===== src/rtl/spectrum_portb_ctrl.sv =====
// spectrum_portb_ctrl
// Owns port B of the dual-port spectrum RAM and runs three jobs on it:
// clear sweep, single-channel host read and a streamed full-spectrum dump.
// Optional dump path is built only when SPECTRUM_DUMP_EN is defined.
// Handshake: a dump beat transfers on a rising clock edge where dump_valid
// and dump_ready are both high; while dump_valid=1 and dump_ready=0 the
// beat (dump_data/dump_addr/dump_last) is held unchanged.
module spectrum_portb_ctrl #(
    parameter int ADDR_W   = 10,
    parameter int DATA_W   = 32,
    parameter int READ_LAT = 2
) (
    input  logic              CLOCK_65,
    input  logic              rst,
    input  logic              acq_active,
    input  logic              clr_req,
    input  logic              rd_req,
    input  logic [ADDR_W-1:0] rd_addr,
    output logic              rd_ack,
    output logic              rd_valid,
    output logic [DATA_W-1:0] rd_data,
    input  logic              dump_req,
    output logic              dump_valid,
    input  logic              dump_ready,
    output logic [DATA_W-1:0] dump_data,
    output logic [ADDR_W-1:0] dump_addr,
    output logic              dump_last,
    output logic [ADDR_W-1:0] ram_address,
    output logic [DATA_W-1:0] ram_data,
    output logic              ram_wren,
    input  logic [DATA_W-1:0] ram_q,
    output logic              busy,
    output logic              clr_done,
    output logic              clr_err,
    output logic [2:0]        o_dbg_state
);

    localparam int LAT_W = $clog2(READ_LAT + 1);
    localparam logic [LAT_W-1:0]  LAT_MAX = LAT_W'(READ_LAT);
    localparam logic [ADDR_W-1:0] LAST    = '1;

    typedef enum logic [2:0] {
        S_IDLE, S_CLEAR, S_RD_WAIT, S_DUMP_ISSUE, S_DUMP_WAIT, S_DUMP_HOLD
    } state_t;

    state_t            r_state, w_nxt_state;
    logic              r_clr_pend;
    logic [LAT_W-1:0]  r_lat, w_nxt_lat;
    logic [ADDR_W-1:0] r_ram_address, w_nxt_address;
    logic              r_ram_wren, w_nxt_wren;
    logic              r_rd_ack, w_nxt_rd_ack;
    logic              r_rd_valid, w_nxt_rd_valid;
    logic [DATA_W-1:0] r_rd_data, w_nxt_rd_data;
    logic              r_busy;
    logic              r_clr_done, w_nxt_clr_done;
    logic              r_clr_err, w_nxt_clr_err;
    logic              w_clr_any, w_clr_take;

`ifdef SPECTRUM_DUMP_EN
    logic              r_dump_pend, w_dump_any, w_dump_take;
    logic [ADDR_W-1:0] r_dump_cnt, w_nxt_cnt;
    logic              r_dump_valid, w_nxt_dvalid;
    logic [DATA_W-1:0] r_dump_data, w_nxt_ddata;
    logic [ADDR_W-1:0] r_dump_addr, w_nxt_daddr;
    logic              r_dump_last, w_nxt_dlast;
    assign w_dump_any = r_dump_pend | dump_req;
`else
    logic w_unused;
    assign w_unused = &{1'b0, dump_req, dump_ready};
`endif

    // A request pulse counts in the same cycle it arrives, not only once latched.
    assign w_clr_any = r_clr_pend | clr_req;

    // Next-state and next-output decode; every register has a default first.
    always_comb begin
        w_nxt_state    = r_state;
        w_nxt_lat      = r_lat;
        w_nxt_address  = r_ram_address;
        w_nxt_wren     = 1'b0;
        w_nxt_rd_ack   = 1'b0;
        w_nxt_rd_valid = 1'b0;
        w_nxt_rd_data  = r_rd_data;
        w_nxt_clr_done = 1'b0;
        w_nxt_clr_err  = 1'b0;
        w_clr_take     = 1'b0;
`ifdef SPECTRUM_DUMP_EN
        w_dump_take    = 1'b0;
        w_nxt_cnt      = r_dump_cnt;
        w_nxt_dvalid   = r_dump_valid;
        w_nxt_ddata    = r_dump_data;
        w_nxt_daddr    = r_dump_addr;
        w_nxt_dlast    = r_dump_last;
`endif
        case (r_state)
            S_IDLE: begin
                if (w_clr_any) begin
                    w_clr_take = 1'b1;
                    if (acq_active) begin
                        w_nxt_clr_err = 1'b1;
                    end else begin
                        w_nxt_state   = S_CLEAR;
                        w_nxt_address = '0;
                        w_nxt_wren    = 1'b1;
                    end
                end else if (rd_req) begin
                    w_nxt_state   = S_RD_WAIT;
                    w_nxt_rd_ack  = 1'b1;
                    w_nxt_address = rd_addr;
                    w_nxt_lat     = '0;
                end
`ifdef SPECTRUM_DUMP_EN
                else if (w_dump_any) begin
                    w_dump_take   = 1'b1;
                    w_nxt_state   = S_DUMP_ISSUE;
                    w_nxt_address = '0;
                    w_nxt_cnt     = '0;
                    w_nxt_lat     = '0;
                end
`endif
            end
            S_CLEAR: begin
                // Terminate on the last index, not on counter wrap.
                if (r_ram_address == LAST) begin
                    w_nxt_state    = S_IDLE;
                    w_nxt_clr_done = 1'b1;
                end else begin
                    w_nxt_address = r_ram_address + 1'b1;
                    w_nxt_wren    = 1'b1;
                end
            end
            S_RD_WAIT: begin
                if (r_lat == LAT_MAX) begin
                    w_nxt_rd_data  = ram_q;
                    w_nxt_rd_valid = 1'b1;
                    w_nxt_state    = S_IDLE;
                end else begin
                    w_nxt_lat = r_lat + 1'b1;
                end
            end
`ifdef SPECTRUM_DUMP_EN
            S_DUMP_ISSUE: begin
                // The issue cycle is the first of the READ_LAT wait cycles.
                w_nxt_lat   = r_lat + 1'b1;
                w_nxt_state = S_DUMP_WAIT;
            end
            S_DUMP_WAIT: begin
                if (r_lat == LAT_MAX) begin
                    w_nxt_ddata  = ram_q;
                    w_nxt_daddr  = r_dump_cnt;
                    w_nxt_dlast  = (r_dump_cnt == LAST);
                    w_nxt_dvalid = 1'b1;
                    w_nxt_state  = S_DUMP_HOLD;
                end else begin
                    w_nxt_lat = r_lat + 1'b1;
                end
            end
            S_DUMP_HOLD: begin
                if (dump_ready) begin
                    w_nxt_dvalid = 1'b0;
                    w_nxt_dlast  = 1'b0;
                    if (r_dump_cnt == LAST) begin
                        w_nxt_state = S_IDLE;
                    end else begin
                        w_nxt_cnt     = r_dump_cnt + 1'b1;
                        w_nxt_address = r_dump_cnt + 1'b1;
                        w_nxt_lat     = '0;
                        w_nxt_state   = S_DUMP_ISSUE;
                    end
                end
            end
`endif
            default: w_nxt_state = S_IDLE;
        endcase
    end

    // State and registered outputs; busy also covers the job's final pulse cycle.
    always_ff @(posedge CLOCK_65) begin
        if (rst) begin
            r_state       <= S_IDLE;
            r_clr_pend    <= 1'b0;
            r_lat         <= '0;
            r_ram_address <= '0;
            r_ram_wren    <= 1'b0;
            r_rd_ack      <= 1'b0;
            r_rd_valid    <= 1'b0;
            r_rd_data     <= '0;
            r_busy        <= 1'b0;
            r_clr_done    <= 1'b0;
            r_clr_err     <= 1'b0;
        end else begin
            r_state       <= w_nxt_state;
            r_clr_pend    <= w_clr_any & ~w_clr_take;
            r_lat         <= w_nxt_lat;
            r_ram_address <= w_nxt_address;
            r_ram_wren    <= w_nxt_wren;
            r_rd_ack      <= w_nxt_rd_ack;
            r_rd_valid    <= w_nxt_rd_valid;
            r_rd_data     <= w_nxt_rd_data;
            r_busy        <= (w_nxt_state != S_IDLE) | w_nxt_rd_valid | w_nxt_clr_done;
            r_clr_done    <= w_nxt_clr_done;
            r_clr_err     <= w_nxt_clr_err;
        end
    end

`ifdef SPECTRUM_DUMP_EN
    // Dump pending flag, channel counter and the held output beat.
    always_ff @(posedge CLOCK_65) begin
        if (rst) begin
            r_dump_pend  <= 1'b0;
            r_dump_cnt   <= '0;
            r_dump_valid <= 1'b0;
            r_dump_data  <= '0;
            r_dump_addr  <= '0;
            r_dump_last  <= 1'b0;
        end else begin
            r_dump_pend  <= w_dump_any & ~w_dump_take;
            r_dump_cnt   <= w_nxt_cnt;
            r_dump_valid <= w_nxt_dvalid;
            r_dump_data  <= w_nxt_ddata;
            r_dump_addr  <= w_nxt_daddr;
            r_dump_last  <= w_nxt_dlast;
        end
    end
    assign dump_valid = r_dump_valid;
    assign dump_data  = r_dump_data;
    assign dump_addr  = r_dump_addr;
    assign dump_last  = r_dump_last;
`else
    assign dump_valid = 1'b0;
    assign dump_data  = '0;
    assign dump_addr  = '0;
    assign dump_last  = 1'b0;
`endif

    assign ram_address = r_ram_address;
    assign ram_data    = '0;
    assign ram_wren    = r_ram_wren;
    assign rd_ack      = r_rd_ack;
    assign rd_valid    = r_rd_valid;
    assign rd_data     = r_rd_data;
    assign busy        = r_busy;
    assign clr_done    = r_clr_done;
    assign clr_err     = r_clr_err;
    assign o_dbg_state = r_state;

endmodule


===== config.mk =====
export PLATFORM = sky130hd
export DESIGN_NAME = spectrum_portb_ctrl
export DESIGN_NICKNAME = d
export VERILOG_FILES = /design/src/rtl/spectrum_portb_ctrl.sv
export SDC_FILE = /design/constraint.sdc
export NUM_CORES = 1
export LEC_CHECK = 0
export ABC_AREA = 1
export ABC_CLOCK_PERIOD_IN_PS = 2700
export CAP_MARGIN = 20
export CORE_ASPECT_RATIO = 0.75
export CORE_UTILIZATION = 29
export CTS_CLUSTER_DIAMETER = 120
export CTS_CLUSTER_SIZE = 28
export DETAILED_ROUTE_END_ITERATION = 10
export PLACE_DENSITY = 0.66
export SLEW_MARGIN = 15
export SYNTH_ARGS = -nofsm -noshare
export SYNTH_HDL_FRONTEND = slang
export SYNTH_SLANG_ARGS = --single-unit

===== constraint.sdc =====
create_clock -name CLOCK_65 -period 2.7 [get_ports CLOCK_65]
set_input_delay 0.54 -clock CLOCK_65 [delete_from_list [all_inputs] [get_ports CLOCK_65]]
set_output_delay 0.54 -clock CLOCK_65 [all_outputs]
set_load 0.05 [all_outputs]

==> flow_summary.toml <==
[run_status]
run_status = "finished clean"

[cts]
cts-buffers-inserted = 5
clock_path_buffers = 2
clk_pin_slew_ns = 0.07
clock_latency_ns = 0.29
htree_levels = 2
cts_tree = "done"
cts_sinks = 54
hold_buffers = 0
cts-resized-gates = 0
ctsRootBufferMaster = "clkbuf_16"
cts_setup_buffers = 0

[critical_path]
required_ns = 2.16
crit_family = "buffers and inverters"
path_class = "reg -> out"
cp-end-kind = "output port"
slowest_delay_ns = 0.85
critPathArrivalTime_ns = 1.61
crit_slowest_cell = "clkdlybuf4s50_1"
cp_cell_sequence = "clkdlybuf4s50_1"
worstPathMaxFanout = 7
cp-start-kind = "register"
crit_buf_inv = 1

[logic_synthesis]
post-synth-top-count-cell = "nand2_1"
synthSimpleGateAreaFrac_pct = 29.1
synth_xor_area_share_pct = 0
synth_top_family_by_area = "simple AND/OR/NAND/NOR gates"
synth_cells = 418
synth-compound-area-share_pct = 7.78
synthTopCellsByCount = "nand2_1 (90), buf_4 (79), dfxtp_1 (54)"
syn_avg_cell_area_um2 = 7.15
synth_seq_cells = 54
ys_warn_count = 0
synth_edf_count = 0
ys_seq_area_share_pct = 36.2
synth_area_leader_cell = "dfxtp_1"
yosys-top-cells-area = "dfxtp_1 (36%), buf_4 (20%), nand2_1 (11%)"
muxShareOfSynthArea_pct = 0
synthDistinctLibCells = 24
synth_top_area_share_pct = 36.2
syn_area_um2 = 2990
synth_flop_cell = "dfxtp_1"
ys_async_sr_fraction_pct = 0
synth_fa_ha_area_share_pct = 0.837

[detailed_routing]
drtIter0Drc = 138
ant_nets = 0
wl_um = 6920
vias_per_cell = 4.13
drc = 0
firstDrtPassIters = 4
avgRoutedWirePerCell_um = 10.8
vias = 2645

[timing]
worst_slew_pin_slew_ns = 0.618
fin_crit_sh_pct = 79.7
setup_viol = 0
setup_tns_ns = 0
finalHoldViolCount = 0
final_max_slew_viol_count = 0
fmax_mhz = 464
fin_skew_ns = 0.00717
min_period_ns = 2.15
slew_headroom_pct = 58.7
rsz0062_at_grt = "no"

[global_routing]
grt_max_degree = 39
antenna_found_initial = 0
grt-ovfl-total = 0
grt_pass1_wl_um = 11300
track_usage_pct = 13.1
grt_pass1_vias = 2352

[power_and_ir_drop]
power_density_nw_per_um2 = 515
ir_worst_vdd_mv = 0.245
p_total_w = 0.00203
p_leak_nw = 1.67

[placement]
io_buffers = 97
gp_congestion = 0.854
post_dp_cell_area_um2 = 3780
hpwl_um = 5120

[die]
rows = 31
chipHeight_um = 89.9
dieArea_um2 = 10700
core-area_um2 = 9850
die_x_um = 119
start_util_pct = 30.4
boundaryPins = 176

[job]
drv_cap = 0

[cells_and_area]
drive_above_1_share_pct = 5.11
antenna_cells = 0
fin_nets = 559
area_delta_synth_final_pct = 31.6
utilization_pct = 39.9
design_area_um2 = 3940

[hold_path]
hp-class = "reg -> reg"
==> placed cells by master (no fill, tap or decap), types with 2 or more instances in the layout <==
cell type and count:
a21oi_1 34, buf_4 4, clkbuf_16 5, clkdlybuf4s50_1 97, conb_1 77, dfxtp_1 54
ha_1 2, inv_1 26, inv_2 2, nand2_1 89, nand2_4 2, nand3_1 52
nand4_1 2, nor2_1 33, nor2_2 4, nor2_4 2, nor3_1 4, o21ai_0 11
==> registers in the layout, summed over array words and instances (netlist names) <==
register	count
clr_done	1
busy	1
r_lat	2
ram_address	10
rd_ack	1
ram_wren	1
r_clr_pend	1
rd_data	32
rd_valid	1
clr_err	1
o_dbg_state	3
==> metal layers <==
metal  part of all wire (%)  vias to the layer above  GRT usage (%)  wire (um)
met3                     10                        6           6.09        720
met1                     42                     1175           15.9       2910
met5                      0                        -              0          0
met2                     47                      106           20.7       3230
met4                   0.87                        0           3.48         60
li1                       -                     1358              -          -
==> cell families (layout without fill, tap and decap cells) <==
kind of cell,count (synthesis),after routing
AO/OA/AOI/OAI,46,46
flip-flops,54,54
adder cells (fa/ha/maj),2,2
buffers and inverters,123,138
AND/OR/NAND/NOR,192,192
other,1,77
==> through the flow <==
step / hold WS (ns) / std cells / worst slack (ns)
floorplan: 0.447 / 494 / 0.893
global placement: 0.448 / 633 / 0.762
detailed placement: 0.454 / 633 / 0.722
CTS: 0.465 / 641 / 0.548
global route: 0.485 / 641 / 0.494
finish: 0.461 / 641 / 0.547
==> area by class of cell <==
cell class                 instances  area, um2
multi-input combinational        317       1420
sequential                        54       1080
clock inverter                     2       16.3
timing repair buffer             101       1000
tap                              132        165
inverter                          29        114
clock buffer                       6        139
fill                            1014       5920
==> final timing paths <==
kind / start / endpoint / slack (ns) / depth (start not counted)
worst min register to register: rd_data[13] / rd_data[13] / 0.46 / 2
worst max register to register: ram_address[0] / busy / 1.04 / 8
worst max-delay path: ram_address[5] / ram_address[5] / 0.55 / 1
worst min-delay path: rd_data[13] / rd_data[13] / 0.46 / 2
==> power by group <==
group          total, W  internal, W  switching, W
logic          0.000517     0.000125      0.000392
clock network  0.000671     0.000373      0.000298
registers      0.000840     0.000816     0.0000236
total           0.00203      0.00131      0.000713
Note: power is estimated with default switching activity, not from simulation.
==> RTL change: new RTL, same flow settings <==
The parameter `DATA_W` goes from 32 to 48.
--- a/src/rtl/spectrum_portb_ctrl.sv
+++ b/src/rtl/spectrum_portb_ctrl.sv
@@ -8,5 +8,5 @@
 module spectrum_portb_ctrl #(
     parameter int ADDR_W   = 10,
-    parameter int DATA_W   = 32,
+    parameter int DATA_W   = 48,
     parameter int READ_LAT = 2
 ) (
Interface: changed (resized dump_data, ram_data, ram_q and rd_data); port bits go from 176 to 240. No check against the original RTL was run, so the function may have changed too.
==> RTL change against the original RTL <==
Setup slack lost 0.047 ns; cell area grew 30%; critical path depth is the same; area after synthesis grew 26%; first-iteration DRC count grew 8.7%; core utilization grew 1.1 points; fmax shrank 2.1%; wire length grew 22%; power grew 48%; sequential cell count grew 16.
==> RTL change: results (changes against the original RTL) <==
{
  "placement": {
    "finalWeightedCongestion": {"value": 0.848, "change": "-0.74%"},
    "numPortBuffers": {"value": 129, "change": "+33%"},
    "dpl-instance-area": {"value": 4780, "unit": "sq um", "change": "+27%"},
    "dp.cells": {"value": 786, "change": "+24%"},
    "dpl_worst_slack": {"value": 0.761, "unit": "ns", "change": "+0.0388 ns"},
    "dpl.hpwl": {"value": 6.15, "unit": "mm", "change": "+20%"}
  },
  "setup_path": {
    "cp_startpoint": "o_dbg_state[2]$_SDFF_PP0_",
    "worstPathMaxFanout": {"value": 4, "change": "-3"},
    "peak_per_stage_delay_on_the_critical_path": {"value": 0.87, "unit": "ns", "change": "+0.02 ns"}
  },
  "detailed_routing": {
    "met2_layer_wire_length_in_the_routed_design": {"value": 3.82, "unit": "mm", "change": "+18%"},
    "wirelength": {"value": 8.48, "unit": "mm", "change": "+22%"},
    "routed_via_density": {"value": 3.84, "change": "-7.0%"},
    "drt_first_iter_violations": {"value": 150, "change": "+8.7%"},
    "detail_route.wirelength.met1": {"value": 3.91, "unit": "mm", "change": "+34%"}
  },
  "sta": {
    "tightest_slew": {"value": 0.558, "unit": "ns", "change": "-0.0599 ns"},
    "fin_skew": {"value": 0.00589, "unit": "ns", "change": "-0.00128 ns"}
  },
  "cells_and_area": {
    "number_of_flip_flops_under_the_largest_register_name": {"value": 48, "change": "+50%"},
    "final_layout_size_suffix_gt1_frac": {"value": 0.0975, "change": "+0.0464"},
    "fillerInstances": {"value": 1314, "change": "+30%"}
  },
  "global_route": {
    "groute.usage.overall": {"value": 0.128, "change": "-0.00273"},
    "grt_pass1_wl": {"value": 13.4, "unit": "mm", "change": "+19%"},
    "pin_count_of_the_biggest_net_entering_global_routing": {"value": 51, "change": "+31%"}
  },
  "power_and_ir_drop": {
    "combPwrFrac": {"value": 0.216, "change": "-0.039"},
    "worst_ir_drop_vdd": {"value": 272, "unit": "uV", "change": "+11%"},
    "overall_power_consumption": {"value": 2990, "unit": "uW", "change": "+48%"},
    "leakage": {"value": 0.00219, "unit": "uW", "change": "+31%"},
    "cellInternalPower": {"value": 2030, "unit": "uW", "change": "+55%"}
  },
  "run_status": {
    "outcome": "completed"
  },
  "min_path": {
    "hold_path_startpoint": "r_lat[1]$_SDFFE_PP0P_"
  },
  "yosys": {
    "synth_top_cells_by_count": "109 x sky130_fd_sc_hd__nor2_1, 108 x sky130_fd_sc_hd__buf_4, 70 x sky130_fd_sc_hd__dfxtp_1",
    "ys_top_cells_by_area": "sky130_fd_sc_hd__dfxtp_1 37%, sky130_fd_sc_hd__buf_4 22%, sky130_fd_sc_hd__nor2_1 11%",
    "post_synth_num_cell_types": {"value": 28, "change": "+17%"},
    "yosysSeqAreaShare": {"value": 0.373, "change": "+0.0113"},
    "number_of_instances_in_the_synthesized_netlist": {"value": 504, "change": "+21%"}
  },
  "clock_network": {
    "clock_insertion_delay_worst_skew": {"value": 0.33, "unit": "ns", "change": "+0.04 ns"}
  }
}
## RTL change: cell count changes in the layout (fill, tap and decap cells not counted), moves of 4 or more
cell and delta:
sky130_fd_sc_hd__a21oi_1 -30, sky130_fd_sc_hd__clkbuf_16 +4, sky130_fd_sc_hd__clkdlybuf4s50_1 +32, sky130_fd_sc_hd__conb_1 +32
sky130_fd_sc_hd__dfxtp_1 +16, sky130_fd_sc_hd__inv_1 -11, sky130_fd_sc_hd__inv_2 +4, sky130_fd_sc_hd__nand2_1 -36
sky130_fd_sc_hd__nand3_1 -33, sky130_fd_sc_hd__nor2_1 +76, sky130_fd_sc_hd__nor2_2 +19, sky130_fd_sc_hd__o21ai_0 +44
## RTL change: metal layers
metal  vias up  GRT usage
met5         -          0
met4         0     0.0385
met3         4     0.0427
met2       116      0.201
met1      1351      0.167
li1       1608          -
## RTL change: cell families after synthesis
logic type / share of synthesized area
simple gates: 0.264
buf+inv: 0.271
fa+ha+maj: 0.00666
xor+xnor: 0.00466
compound gates: 0.0802
other cells: 0.000998
flops: 0.373
## RTL change: layout make-up
type | instances | area [sq um] | share of cell area
clock buffer | 10 | 239 | 0.0468
clock inverter | 6 | 85.1 | 0.0167
inverter | 21 | 78.8 | 0.0154
multi-input combinational | 394 | 1750 | 0.342
sequential | 70 | 1400 | 0.274
tap | 166 | 208 | 0.0407
timing repair buffer | 135 | 1350 | 0.264
## RTL change: worst paths after layout
check | slack, ns | cells past startpoint | to
max | 0.50 | 1 | o_dbg_state[2]
max reg2reg | 1.01 | 8 | ram_address[5]$_SDFFE_PP0P_
min | 0.47 | 2 | r_lat[1]$_SDFFE_PP0P_
min reg2reg | 0.47 | 2 | r_lat[1]$_SDFFE_PP0P_
